**src/rtl/squeeze_output_stage.sv**
```systemverilog
// Serialises one squeezed rate block into W-bit valid/ready words, trimming the final block.
// Optional build macro SQUEEZE_KEEP_EN adds a byte-valid data_keep output.
module squeeze_output_stage #(
  parameter int unsigned W                 = 64,
  parameter int unsigned RATE              = 1344,
  parameter int unsigned MAX_WORDS         = RATE / W,
  parameter logic [1:0]  SHAKE128_MODE_VEC = 2'b00,
  parameter logic [1:0]  SHAKE256_MODE_VEC = 2'b01
) (
  input  logic            clk,
  input  logic            rst,
  input  logic [RATE-1:0] rate_input,
  input  logic [1:0]      operation_mode,
  input  logic [31:0]     output_size_in,
  input  logic            last_block_in,
  input  logic            load_valid,
  output logic            load_ready,
  output logic [W-1:0]    data_out,
  output logic            data_valid,
  input  logic            data_ready,
  output logic            data_last,
`ifdef SQUEEZE_KEEP_EN
  output logic [W/8-1:0]  data_keep,
`endif
  output logic            block_done
);

  localparam int unsigned CW = $clog2(MAX_WORDS + 1);
  localparam int unsigned LW = $clog2(W);
  localparam int unsigned SW = 33 - LW;

  localparam logic [CW-1:0] WORDS_128 = CW'(1344 / W);
  localparam logic [CW-1:0] WORDS_256 = CW'(1088 / W);

  localparam logic [0:0] IDLE   = 1'b0;
  localparam logic [0:0] STREAM = 1'b1;

  logic [0:0]      state_q;
  logic [RATE-1:0] hold_q;
  logic [CW-1:0]   remaining_q;
  logic [LW-1:0]   tail_q;
  logic            last_q;
  logic            done_q;

  logic [CW-1:0]   block_words;
  logic [SW-1:0]   size_words;
  logic            fits;
  logic [CW-1:0]   words_this;
  logic [LW-1:0]   tail_this;
  logic            final_word;
  logic            xfer;
  logic            load_fire;
  logic [W-1:0]    tail_mask;
  logic [W-1:0]    word;

  always_comb begin
    if (operation_mode == SHAKE256_MODE_VEC) begin
      block_words = WORDS_256;
    end else if (operation_mode == SHAKE128_MODE_VEC) begin
      block_words = WORDS_128;
    end else begin
      block_words = '0;
    end
    // ceil(size / W) without a 32-bit overflow on the +W-1 term
    size_words = {1'b0, output_size_in[31:LW]} + SW'(|output_size_in[LW-1:0]);
    fits       = size_words <= SW'(block_words);
    words_this = (last_block_in && fits) ? size_words[CW-1:0] : block_words;
    tail_this  = (last_block_in && fits) ? output_size_in[LW-1:0] : '0;
  end

  always_comb begin
    final_word = remaining_q == CW'(1);
    data_valid = state_q == STREAM;
    xfer       = data_valid & data_ready;
    load_ready = (state_q == IDLE) | (xfer & final_word);
    load_fire  = load_valid & load_ready;
    tail_mask  = ~({W{1'b1}} << tail_q);
    word       = hold_q[W-1:0];
    if (final_word && (tail_q != '0)) begin
      word = word & tail_mask;
    end
    data_out   = data_valid ? word : '0;
    data_last  = data_valid & final_word & last_q;
    block_done = done_q;
  end

`ifdef SQUEEZE_KEEP_EN
  logic [LW:0] keep_bytes;

  always_comb begin
    keep_bytes = ({1'b0, tail_q} + (LW+1)'(7)) >> 3;
    if (!data_valid) begin
      data_keep = '0;
    end else if (final_word && (tail_q != '0)) begin
      data_keep = ~({(W/8){1'b1}} << keep_bytes);
    end else begin
      data_keep = '1;
    end
  end
`endif

  always_ff @(posedge clk or negedge rst) begin
    if (!rst) begin
      state_q     <= IDLE;
      hold_q      <= '0;
      remaining_q <= '0;
      tail_q      <= '0;
      last_q      <= 1'b0;
      done_q      <= 1'b0;
    end else begin
      // A dropped block (zero words) reports completion just like a streamed one
      done_q <= (xfer & final_word) | (load_fire & (words_this == '0));
      if (load_fire) begin
        hold_q      <= rate_input;
        remaining_q <= words_this;
        tail_q      <= tail_this;
        last_q      <= last_block_in;
        state_q     <= (words_this != '0) ? STREAM : IDLE;
      end else if (xfer) begin
        hold_q      <= hold_q >> W;
        remaining_q <= remaining_q - CW'(1);
        if (final_word) begin
          state_q <= IDLE;
        end
      end
    end
  end

endmodule

```
**config.mk**
```make
export PLATFORM = sky130hd
export DESIGN_NAME = squeeze_output_stage
export DESIGN_NICKNAME = d
export VERILOG_FILES = /design/src/rtl/squeeze_output_stage.sv
export SDC_FILE = /design/constraint.sdc
export NUM_CORES = 2
export LEC_CHECK = 0
export CORE_AREA = 2 2 561 563
export DETAILED_ROUTE_END_ITERATION = 7
export DIE_AREA = 0 0 563 565
export HOLD_SLACK_MARGIN = 0.12
export RECOVER_POWER = 100
export SYNTH_ARGS = -nofsm -noshare
export SYNTH_HDL_FRONTEND = slang
export SYNTH_SLANG_ARGS = --single-unit
```
**constraint.sdc**
```tcl
create_clock -name clk -period 7.25 [get_ports clk]
set_input_delay 1.45 -clock clk [delete_from_list [all_inputs] [get_ports clk]]
set_output_delay 1.45 -clock clk [all_outputs]
set_load 0.02 [all_outputs]
```
==> Implementation_results.wiki <==
{| class="wikitable"
! Metric !! Value
|-
| Type of the worst setup path || in -> reg
|-
| Pwr/cell area || between 300 and 400 nW/µm²
|-
| Overflow after GRT || 0
|-
| Hold Path Origin || last_q
|-
| Number of levels the H-tree was split into || 4
|-
| Post-synthesis compound-gate area fraction || 0.146
|-
| Path depth of the worst reg2reg path || 10
|-
| I/O pin count || approximately 1500
|-
| Sequential area share after synthesis || 0.553
|-
| Cells after Synth || approximately 7600
|-
| Multi-input gate area || 25100 µm²
|-
| IO Port Bufs || 1450
|-
| Tightest slew margin relative to the limit || -1.68
|-
| Start of the worst register-to-register path || remaining_q[1]
|-
| Arrival time at the worst endpoint || 7.22 ns
|-
| Number of fill cells || 33900
|-
| Antenna-violating nets left || 0
|-
| Least setup slack across all paths after layout || 0.822 ns
|-
| Post-route DRC violation count || 0
|-
| Share of synthesized cell area in full adder, half adder and majority cells || 0.00142
|-
| Buffers inserted by post-CTS timing repair || 0
|-
| Via count of the first global-routing pass || 57714
|-
| Max Cap Violations || 35
|-
| Worst hold path endpoint || last_q
|-
| Die boundary height || around 570 µm
|-
| Routed Wire Length || ~340000 µm
|-
| Detailed Route Iter0 Violations || approximately 6700
|-
| Worst Hold Depth || 2
|-
| Cells resized by post-CTS repair || 0
|-
| TritonCTS clock tree || done
|-
| Largest vdd supply drop || 0.000193 V
|-
| Maximum achievable frequency || approximately 160 MHz
|-
| Slew of the pin with the lowest slew margin || approximately 4 ns
|-
| RSZ-0062 raised after global routing || false
|-
| Final Hold Viols || 0
|-
| Die span in x || approximately 560 µm
|-
| Fraction of registers with async set or reset after synthesis || 1.00
|-
| Sequential cell area || 34000 µm²
|-
| Placer Congestion || roughly 0.91
|-
| Root buf cell || sky130_fd_sc_hd__clkbuf_16
|-
| Top cell type's share of synthesized area || 0.553
|-
| Final-layout setup total negative slack || 0 ns
|-
| Clk Latency, worst-skew pair || about 0.9 ns
|-
| Share of the clock period used by the worst path || 0.887
|-
| Post-synthesis share of cell area spent on xor and xnor gates || 0.00142
|-
| Maximum number of pins on one net before global-route repair || between 200 and 250
|-
| Required time of the worst setup path || approximately 8 ns
|-
| Setup slack of the worst register-to-register path || between 1 and 1.5 ns
|-
| Area enclosed by the die boundary || between 300000 and 400000 µm²
|-
| Mux cell area share after synthesis || 0.000509
|-
| Starting density of the core || 0.197
|-
| Reg-to-reg endpoint || hold_q[1097]
|-
| Max-slew violations || ~2800
|-
| Class of the tightest hold or removal check || reg -> reg
|-
| Core Area || about 310000 µm²
|-
| Top_reg_cell synth || sky130_fd_sc_hd__dfrtp_1
|-
| Sink count of the clock tree || between 1000 and 1500
|-
| Critical Path Sink Type || register
|-
| Result of the run || complete, but fails checks
|-
| Post-layout minimum cycle time || around 6.4 ns
|-
| Pre-CTS setup slack || 1.57 ns
|-
| Largest family of logic cells by synthesized area || simple AND/OR/NAND/NOR gates
|-
| Synthesis-stage register bit count || approximately 1400
|-
| Clock slew at the register clock pins of the worst setup and hold paths || approximately 0.060 ns
|-
| Post-Synthesis Mean Instance Area || 8.08 µm²
|-
| Post-synthesis instance area || 61500 µm²
|-
| Top fanout value on the critical path || 63
|-
| Initial antenna violation count || between 100 and 150
|-
| Final worst clock skew || approximately 0.095 ns
|-
| Via count of the routed design || 60757
|-
| Post-detail-place hpwl || around 260000 µm
|-
| YS warnings || 0
|-
| Most used standard cell by instance count after synthesis || sky130_fd_sc_hd__nand2_1
|-
| P&R area growth vs syn || 39.2%
|-
| Post-synth top cells || sky130_fd_sc_hd__nand2_1 (2774), sky130_fd_sc_hd__dfrtp_1 (1358), sky130_fd_sc_hd__nor2_1 (1301)
|-
| Launching element type of the critical path || input port
|-
| Number of enable-type register cells in the synthesized netlist || 0
|-
| Number of buffers created by CTS || 170
|-
| Number of search-and-repair iterations in the first detailed-routing pass || 6
|-
| Clock Tree Buf Depth || 4
|-
| Leak Pwr || about 36 nW
|-
| Leading area contributor after synthesis || sky130_fd_sc_hd__dfrtp_1
|-
| Wire length of the first global-routing pass || about 460000 µm
|-
| Via count normalized by instance count || about 4.6
|-
| Total global routing track utilization || 0.204
|-
| Average routed wire per standard cell || between 20 and 30 µm
|-
| Hold bufs inserted after CTS || 0
|-
| Site Rows || 205
|-
| Post-synth cell types || 64
|-
| Post-layout net count || between 10000 and 15000
|-
| Main area contributors after synthesis || sky130_fd_sc_hd__dfrtp_1 (55%), sky130_fd_sc_hd__nand2_1 (17%), sky130_fd_sc_hd__a31oi_1 (13%)
|-
| Simple-gate share of the synthesized area || 0.260
|-
| Final setup violation count || 0
|-
| Share of layout cells above drive strength 1 || 0.0408
|-
| Failing checks || max-capacitance violations, max-slew violations
|-
| Syn_nets || 8999
|}
## registers in the layout, summed over array words and instances, names as in the netlist
signal,cells
block_done,1
data_valid,1
hold_q,1344
last_q,1
remaining_q,5
tail_q,6
## final cells by class
type / count / area share
multi-input cells: 5628 / 0.294
flip-flops and latches: 1358 / 0.397
repair buffers: 1564 / 0.180
clock inverters: 58 / 0.00821
inverters: 10 / 0.000438
well taps: 4140 / 0.0605
diodes: 71 / 0.00208
clock buffers: 246 / 0.0580
## cells by family after synthesis
logic type,Yosys count
flip-flops,1358
XOR/XNOR,10
AND/OR/NAND/NOR,4171
AO/OA/AOI/OAI,1437
multiplexers,3
adder cells (fa/ha/maj),7
buffers and inverters,623
## worst max-delay path: stages
cell and delay, ns:
sky130_fd_sc_hd__dlygate4sd3_1 0.63, sky130_fd_sc_hd__nand2_1 0.12, sky130_fd_sc_hd__nand2_1 0.13, sky130_fd_sc_hd__nand2_1 2.28, sky130_fd_sc_hd__clkbuf_1 1.97, sky130_fd_sc_hd__nor2_1 0.26, sky130_fd_sc_hd__a31oi_1 0.27
## power breakdown
part           switching [mW]  internal [mW]  total, mW  leakage (nW)
logic                    5.93           3.77       9.71          16.6
clock network            3.68           5.08       8.75          2.78
registers                3.16           11.1       14.3          16.9
total                    12.8           20.0       32.7          36.3
## worst max path at each step
stage	to	from	slack, ns	depth (start not counted)
finish	hold_q[694]	data_ready	0.82	7
global route	hold_q[694]	data_ready	0.56	7
CTS	data_out[60]	tail_q[3]	1.29	7
detailed placement	remaining_q[3]	output_size_in[3]	1.57	14
global placement	block_done	output_size_in[3]	1.56	15
floorplan	block_done	output_size_in[2]	2.93	13
## layer usage
metal  share of wire  track usage  up-vias  wire, µm
li1                -            -    27765         -
met1            0.39        0.246    29632    133000
met2            0.48        0.339     2715    161000
met3           0.071       0.0416      613     24100
met4           0.060        0.113       32     20300
met5         0.00061            0        -       205
## stage by stage
stage               cell area, µm²  hold WS, ns  total power, mW   util  std cells
global placement             80200        0.456             24.0  0.257      12700
floorplan                    61500        0.442             18.4      -       7609
finish                       85600        0.474             32.7  0.275      13075
CTS                          85800        0.476             33.1  0.276      13004
global route                 85500        0.523             34.6  0.275      13046
detailed placement           80200        0.463             24.2  0.257      12700
## cell usage in the layout (no fill, tap or decap), drive strengths merged, types with 3 or more instances in the layout
master	synthesis	final
nand2b	6	6
o211a	3	3
xor2	8	8
or2	7	7
clkinv	0	34
a211o	3	3
clkbuf	602	300
clkdlybuf4s50	0	1385
a21oi	33	33
and3	29	29
and2	6	6
nand3	10	10
buf	11	61
nand2	2775	2775
o21ai	88	88
clkinvlp	0	6
diode	0	71
dfrtp	1358	1358
dlygate4sd3	0	64
ha	7	7
nand4	8	8
bufinv	0	8
nor3	6	6
a31oi	1285	1285
nor2	1302	1302
or3	3	3
inv	10	20
nor4	9	9
Note: power is estimated with default switching activity, not from simulation.
